==> config.mk <==
export PLATFORM = sky130hd
export DESIGN_NAME = lock_status_decoder
export DESIGN_NICKNAME = d
export VERILOG_FILES = /design/src/rtl/lock_pkg.sv /design/src/rtl/code_debounce.sv /design/src/rtl/lock_status_decoder.sv
export SDC_FILE = /design/constraint.sdc
export NUM_CORES = 1
export LEC_CHECK = 0
export CORE_UTILIZATION = 62
export CTS_BUF_LIST = sky130_fd_sc_hd__clkbuf_2 sky130_fd_sc_hd__clkbuf_4 sky130_fd_sc_hd__clkbuf_8
export DETAILED_ROUTE_END_ITERATION = 10
export PLACE_DENSITY_LB_ADDON = 0.3
export SLEW_MARGIN = 5
export SYNTH_ARGS = -nofsm -noshare
export SYNTH_HDL_FRONTEND = slang
export SYNTH_SLANG_ARGS = --single-unit
==> constraint.sdc <==
create_clock -name clk -period 4.7 [get_ports clk]
set_input_delay 0.94 -clock clk [delete_from_list [all_inputs] [get_ports clk]]
set_output_delay 0.94 -clock clk [all_outputs]
set_load 0.01 [all_outputs]
==> src/rtl/lock_pkg.sv <==
// Shared definitions for the lock controller and its status decoder:
// 3-bit state codes and the 7-segment glyphs ({g,f,e,d,c,b,a}, active-high).
package lock_pkg;

  localparam logic [2:0] IDLE           = 3'b000;
  localparam logic [2:0] SET_AWAITING   = 3'b001;
  localparam logic [2:0] OPENED         = 3'b010;
  localparam logic [2:0] ALARM          = 3'b011;
  localparam logic [2:0] INPUT_PASSWORD = 3'b100;

  localparam logic [6:0] SEG_DASH = 7'b1000000;
  localparam logic [6:0] SEG_S    = 7'b1101101;
  localparam logic [6:0] SEG_O    = 7'b0111111;
  localparam logic [6:0] SEG_A    = 7'b1110111;
  localparam logic [6:0] SEG_P    = 7'b1110011;
  localparam logic [6:0] SEG_E    = 7'b1111001;

  function automatic logic [6:0] seg_decode(input logic [2:0] code);
    logic [6:0] s;
    case (code)
      IDLE:           s = SEG_DASH;
      SET_AWAITING:   s = SEG_S;
      OPENED:         s = SEG_O;
      ALARM:          s = SEG_A;
      INPUT_PASSWORD: s = SEG_P;
      default:        s = SEG_E;
    endcase
    return s;
  endfunction

  function automatic logic code_is_valid(input logic [2:0] code);
    return (code <= INPUT_PASSWORD);
  endfunction

endpackage

==> src/rtl/code_debounce.sv <==
// Two-flop synchroniser followed by a stability filter. The output only
// follows the synchronised input once it has held the same value for
// STABLE_CYCLES consecutive clock edges; any change restarts the count.
module code_debounce #(
  parameter int WIDTH         = 3,
  parameter int STABLE_CYCLES = 4
) (
  input  logic             clk,
  input  logic             rst,
  input  logic [WIDTH-1:0] din,
  output logic [WIDTH-1:0] dout
);

  localparam int            CW      = $clog2(STABLE_CYCLES + 1);
  localparam logic [CW-1:0] CNT_MAX = CW'(STABLE_CYCLES);

  logic [WIDTH-1:0] sync1_q;
  logic [WIDTH-1:0] sync2_q;
  logic [WIDTH-1:0] cand_q, cand_d;
  logic [CW-1:0]    cnt_q, cnt_d;
  logic [WIDTH-1:0] dout_q, dout_d;

  // Track how long the synchronised value has been unchanged; accept it once the run is long enough.
  always_comb begin
    cand_d = cand_q;
    cnt_d  = cnt_q;
    dout_d = dout_q;
    if (sync2_q != cand_q) begin
      cand_d = sync2_q;
      cnt_d  = CW'(1);
    end else if (cnt_q != CNT_MAX) begin
      cnt_d = cnt_q + CW'(1);
    end
    if (cnt_d == CNT_MAX) begin
      dout_d = sync2_q;
    end
  end

  // Synchroniser and filter registers.
  always_ff @(posedge clk) begin
    if (rst) begin
      sync1_q <= '0;
      sync2_q <= '0;
      cand_q  <= '0;
      cnt_q   <= '0;
      dout_q  <= '0;
    end else begin
      sync1_q <= din;
      sync2_q <= sync1_q;
      cand_q  <= cand_d;
      cnt_q   <= cnt_d;
      dout_q  <= dout_d;
    end
  end

  assign dout = dout_q;

endmodule

==> src/rtl/lock_status_decoder.sv <==
// Receive side of the lock state code: debounces the asynchronous code,
// drives the 7-segment glyph and status LEDs, times the alarm buzzer and
// keeps a saturating tally of alarm entries.
module lock_status_decoder
  import lock_pkg::*;
#(
  parameter int STABLE_CYCLES = 4,
  parameter int BLINK_HALF    = 100,
  parameter int BEEP_CYCLES   = 500
) (
  input  logic       clk,
  input  logic       rst,
  input  logic [2:0] state_code,
  input  logic       clear_alarms,
  output logic [6:0] seg,
  output logic       code_valid,
  output logic       led_open,
  output logic       led_blink,
  output logic       buzzer,
  output logic [3:0] alarm_count
);

  localparam int             BLW         = $clog2(BLINK_HALF + 1);
  localparam int             BPW         = $clog2(BEEP_CYCLES + 1);
  localparam logic [BLW-1:0] HALF_RELOAD = BLW'(BLINK_HALF - 1);
  localparam logic [BPW-1:0] BEEP_RELOAD = BPW'(BEEP_CYCLES - 1);

  logic [2:0]     code_acc;
  logic [2:0]     prev_q;
  logic           in_alarm;
  logic           entry;

  logic [6:0]     seg_q, seg_d;
  logic           valid_q, valid_d;
  logic           open_q, open_d;
  logic           blink_q, blink_d;
  logic           buz_q, buz_d;
  logic [3:0]     cnt_q, cnt_d;
  logic [BLW-1:0] half_q, half_d;
  logic [BPW-1:0] beep_q, beep_d;

  code_debounce #(
    .WIDTH         (3),
    .STABLE_CYCLES (STABLE_CYCLES)
  ) u_debounce (
    .clk  (clk),
    .rst  (rst),
    .din  (state_code),
    .dout (code_acc)
  );

  // Invalid codes never equal ALARM, so they can neither start nor hold a beep.
  assign in_alarm = (code_acc == ALARM);
  assign entry    = in_alarm && (prev_q != ALARM);

  // Next values for every registered output, derived from the accepted code.
  always_comb begin
    seg_d   = seg_decode(code_acc);
    valid_d = code_is_valid(code_acc);
    open_d  = (code_acc == OPENED);

    blink_d = 1'b0;
    half_d  = '0;
    if (entry) begin
      blink_d = 1'b1;
      half_d  = HALF_RELOAD;
    end else if (in_alarm) begin
      if (half_q == '0) begin
        blink_d = ~blink_q;
        half_d  = HALF_RELOAD;
      end else begin
        blink_d = blink_q;
        half_d  = half_q - BLW'(1);
      end
    end else begin
      blink_d = (code_acc == INPUT_PASSWORD);
    end

    buz_d  = 1'b0;
    beep_d = '0;
    if (entry) begin
      buz_d  = 1'b1;
      beep_d = BEEP_RELOAD;
    end else if (in_alarm && (beep_q != '0)) begin
      buz_d  = 1'b1;
      beep_d = beep_q - BPW'(1);
    end

    cnt_d = cnt_q;
    if (clear_alarms) begin
      cnt_d = entry ? 4'd1 : 4'd0;
    end else if (entry && (cnt_q != 4'hF)) begin
      cnt_d = cnt_q + 4'd1;
    end
  end

  // Output, timer and entry-detect registers.
  always_ff @(posedge clk) begin
    if (rst) begin
      prev_q  <= IDLE;
      seg_q   <= SEG_DASH;
      valid_q <= 1'b1;
      open_q  <= 1'b0;
      blink_q <= 1'b0;
      buz_q   <= 1'b0;
      cnt_q   <= 4'd0;
      half_q  <= '0;
      beep_q  <= '0;
    end else begin
      prev_q  <= code_acc;
      seg_q   <= seg_d;
      valid_q <= valid_d;
      open_q  <= open_d;
      blink_q <= blink_d;
      buz_q   <= buz_d;
      cnt_q   <= cnt_d;
      half_q  <= half_d;
      beep_q  <= beep_d;
    end
  end

  assign seg         = seg_q;
  assign code_valid  = valid_q;
  assign led_open    = open_q;
  assign led_blink   = blink_q;
  assign buzzer      = buz_q;
  assign alarm_count = cnt_q;

endmodule
* Word-level counts from Yosys, hierarchy flattened *
Cells that the tools add are included.

word-level totals
  flip-flop bits (word level) = 49
  bits in writable memories = 0
  input port bits = 6
  output and inout port bits = 15
  memories kept = 0
  bits in read-only memories = 0
  latch bits = 0

cells by class
  reduce and logical (&&, ||, !) cells = 9
  mux-type cells = 16
  equal/unequal tests = 10
  bitwise logic cells = 3
  multipliers = 0
  magnitude comparators = 1
  divide/modulo/power cells = 0
  add/subtract/negate cells = 4
  shift-type cells = 0

operator list
  operator               number
  $pmux W7 S5            1
  $mux W7                3
  $mux W9                2
  $reduce_bool A9 Y1     1
  $sub A9 B1 Y9 const B  1
  $mux W4                2
  $logic_not A7 Y1       1
  $sub A7 B1 Y7 const B  1
  $eq A3 B2 Y1 const B   2
  $eq A3 B3 Y1 const B   2
  $mux W1                6
  $mux W3                2
  $add A4 B1 Y4 const B  1
  $ne A4 B4 Y1 const B   1
  $reduce_or A4 Y1       1
  $add A3 B1 Y3 const B  1
  $eq A3 B1 Y1 const B   1
  $le A3 B3 Y1 const B   1
  $logic_and A1 B1 Y1    3
  $logic_not A3 Y1       1
  $ne A3 B1 Y1 const B   1
  $ne A3 B2 Y1 const B   1
  $ne A3 B3 Y1           1
  $ne A3 B3 Y1 const B   1
  other kinds (3)        5

* Depth between registers and ports, before layout *
  depth after elaboration = 5
  mapped depth = 6

* Modules after synthesis *
From an unflattened synthesis, not the netlist that was laid out.

second synthesis, totals
  cell total of the unflattened synthesis = 187
  area, all modules = 1,860.5 um^2

by module, submodules not included
  module               seq. area each (um^2)  times used  cells an instance  area each (um^2)
  lock_status_decoder  660.6                  1           139                1,316.3
  code_debounce        300.3                  1           48                 544.3

* Least setup slack after synthesis *
OpenSTA, ideal clock, no wires.

  path kind = input to register
  start = input rst
  end = register u_debounce.dout_q[2], in the netlist u_debounce.dout[2]
  stages on the path = 4
  arrival = 1.636 ns
  buffers on the path = 1
  setup slack = 2.943 ns
  setup time = 0.121 ns
  path through = clkbuf_1 -> nand2b_1 -> inv_1 -> mux2_2

RTL lines
  what                  RTL line                   text
  from (decl)           lock_status_decoder.sv:12  input logic rst,
  to (signal assigned)  code_debounce.sv:52        dout_q <= dout_d;
  to (decl)             code_debounce.sv:21        logic [WIDTH-1:0] dout_q, dout_d;

==> impl_results.md <==
* CP peak stage delay at 0.77 ns
* Synth area leaders: dfxtp_1 (51%), xnor2_1 (5.1%), nor2b_1 (4.3%)
* Post-CTS Hold Buffers at 0
* Worst skew pair latency at 0.35 ns
* Status: complete, no violations
* Max-slew violations at 0
* Worst setup margin at 2.253 ns
* Root Driver: clkbuf_4
* Drt initial violations at 29
* Period Utilization, post-route at 52.07%
* Post-synth top area cell: dfxtp_1
* Crit path required time at 4.98 ns
* Routed len/inst at 13.87 um
* DRC viols at 0
* Gr ovfl total at 0
* Total track usage at 23.25%
* Clk sinks at 48
* CTS tree: yes
* Max FO, Critical Path at 21
* Nets at 225
* Via count at 1357
* Ports at 21
* Inserted Clock Buffers at 5
* R2R cell count at 6
* Area delta synth->final at 15.87%
* Clk pwr share at 35.3%
* Yosys reg bits at 48
* Slowest CP cell: clkdlybuf4s50_1
* Post-synth top flop: dfxtp_1
* Post-Syn Area at 1884 um^2
* Count of final hold-check violations at 0
* Min Hold Slack at 0.4628 ns
* Non-Filler Instances at 245
* Starting Density at 66.61%
* Via density at 5.539
* Asr flop ratio synth at 0%
* WHS Endpoint: u_debounce.sync2_q[1]
* Comb power frac at 3.3%
* Synth unique cells at 41
* Internal Power at 0.0005414 W
* PostCTS Resize Cnt at 0
* Global-route wire length before repair at 5796 um
* Post-Place Cells at 237
* Min-delay src: u_debounce.sync1_q[1]
* Sequential power share at 61.3%
* Mapped Nets at 202
* Most frequent cell after synthesis: dfxtp_1
* Peak supply drop at 0.2776 mV
* Routability Congestion at 0.8170
* Setup CP Type: in2reg
* Post-CTS setup buffers at 0
* Setup_tns at 0 ns
* Drt pass-1 iters at 4
* Max Cap Viol at 0
* Synth top area share at 51.00%
* Crit-path leading delay family: buffers and inverters
* DPL Wire Length at 2605 um
* Final setup fails at 0
* Crit. End Element: flip-flop
* Max frequency at 408.6 MHz
* Final Power at 0.0006771 W
* I/O Buffers at 20
* RSZ-0062 raised after global routing: no
* Most common library cells after synthesis: dfxtp_1 (48), a21oi_1 (16), nor2_1 (16)
* Post-layout min period at 2.447 ns
* Switching pwr at 0.0001357 W
* Worst r2r dst: u_debounce.dout[0]
* Largest net degree at the start of global routing at 22
* Die area at 3264 um^2
* Crit start category: input port
* Final ANT Viol Nets at 0
* CP arrival at 2.73 ns
* Max_slew headroom at 53.11%
* Hold path depth at 1
* Sequential area share after synthesis at 51.00%
* Total power per unit cell area at 310.1 nW/um^2
* RR Startpoint: u_debounce.cnt_q[0]
* Clk_skew at 0.009182 ns
* Total core area at 2829 um^2
* Measured slew at the worst slew-check pin at 0.7012 ns
* P_leak at 0.8885 nW
* Row cnt at 19
* CP Cell Sequence: clkdlybuf4s50_1 -> nor2b_1 -> and2_1 -> o21ai_4 -> a31oi_1
* Critical path buffers and inverters at 1
* CTS Buffer Depth at 2
* Number of synthesized flops with an enable pin at 0
* Die X-Extent at 57.13 um
* Initial antenna violation count at 0
* WL final at 3398 um
* H-tree level count at 2
* Sw Share at 20.04%
* Fraction of layout cells with a size suffix above 1 at 8.879%
* Vias in the first global route at 1374
* Reg2Reg Setup Slack at 2.91 ns
* Mapped Cells at 190
* Syn avg cell area at 9.917 um^2
* Antenna Cells at 0
* Worst slack, placed at 1.918 ns
* Hold WC Path Type: reg2reg
* Die Y at 57.13 um
* Yosys warning count at 0
* Worst-path clk slew at 0.13 ns
[metrics by stage]
stage	instance area, um^2	util, %
after floorplan	1884	-
after global placement	2103	74.35
after detailed placement	2103	74.35
after CTS	2183	77.18
after global routing	2183	77.18
final	2183	77.18
[sequential cells by signal (all words and copies together) (netlist names)]
register	count
half_q	7
u_debounce.dout	3
buzzer	1
u_debounce.cnt_q	3
u_debounce.cand_q	3
u_debounce.sync2_q	3
u_debounce.sync1_q	3
code_valid	1
seg	6
alarm_count	4
prev_q	3
led_open	1
beep_q	9
led_blink	1
[worst max path at each step]
stage | start | to | slack, ns | cells after the start
4_1_cts | rst | beep_q[4] | 2.25 | 5
3_5_place_dp | rst | beep_q[4] | 1.92 | 5
6_report | rst | beep_q[4] | 2.25 | 5
3_3_place_gp | rst | beep_q[4] | 2.01 | 5
5_1_grt | rst | beep_q[4] | 2.07 | 5
2_1_floorplan | rst | u_debounce.dout[2] | 2.94 | 4
[power by group through the flow]
stage / Sequential, W / Clock (W) / Combinational, W
detailed placement: 0.000424 / 0 / 0.0000223
global placement: 0.000424 / 0 / 0.0000213
floorplan: 0.000424 / 0 / 0.0000148
finish: 0.000415 / 0.000239 / 0.0000225
CTS: 0.000415 / 0.000244 / 0.0000226
global route: 0.000416 / 0.000257 / 0.0000258
[worst reg2reg max path: cells and delay by family (launching register included)]
family	cells	cell delay [ns]
AO/OA/AOI/OAI	2	0.48
adder cells (fa/ha/maj)	1	0.23
buffers and inverters	1	0.08
flip-flops	1	0.40
multiplexers	1	0.28
AND/OR/NAND/NOR	1	0.23
[layout by cell type, fill, tap and decap left out, drive strengths merged, types with 2 or more instances in the layout]
cell and count:
a21oi 17, and3 2, and3b 2, clkbuf 6, clkdlybuf4s50 20, dfxtp 48, ha 6, inv 10
mux2 3, nand2 11, nand2b 4, nand3 5, nand3b 4, nor2 16, nor2b 13, nor3 5
nor3b 4, nor4 4, o21a 2, o21ai 6, xnor2 11
[layer usage]
layer / part of all wire (%) / GRT usage (%)
met5: 0 / 0
met4: 1.7 / 10.10
met3: 2.5 / 4.762
met2: 53 / 41.68
met1: 43 / 26.79
[kinds of logic (layout without fill, tap and decap cells)]
logic type / count (synthesis) / after routing / share of synthesized area [%]
xor+xnor: 12 / 12 / 5.578
compound gates: 32 / 32 / 10.63
mux: 4 / 4 / 2.324
simple gates: 74 / 74 / 23.44
buf+inv: 14 / 38 / 3.055
fa+ha+maj: 6 / 6 / 3.984
flops: 48 / 48 / 51.00
[final cells by class]
cell class	count	area, um^2
Clock buffer	6	45.04
Clock inverter	2	35.03
Fill cell	199	645.6
Inverter	10	37.54
Multi-Input combinational cell	128	865.8
Sequential cell	48	960.9
Tap cell	31	38.79
Timing Repair Buffer	20	200.2
(Power assumes the default switching activity.)
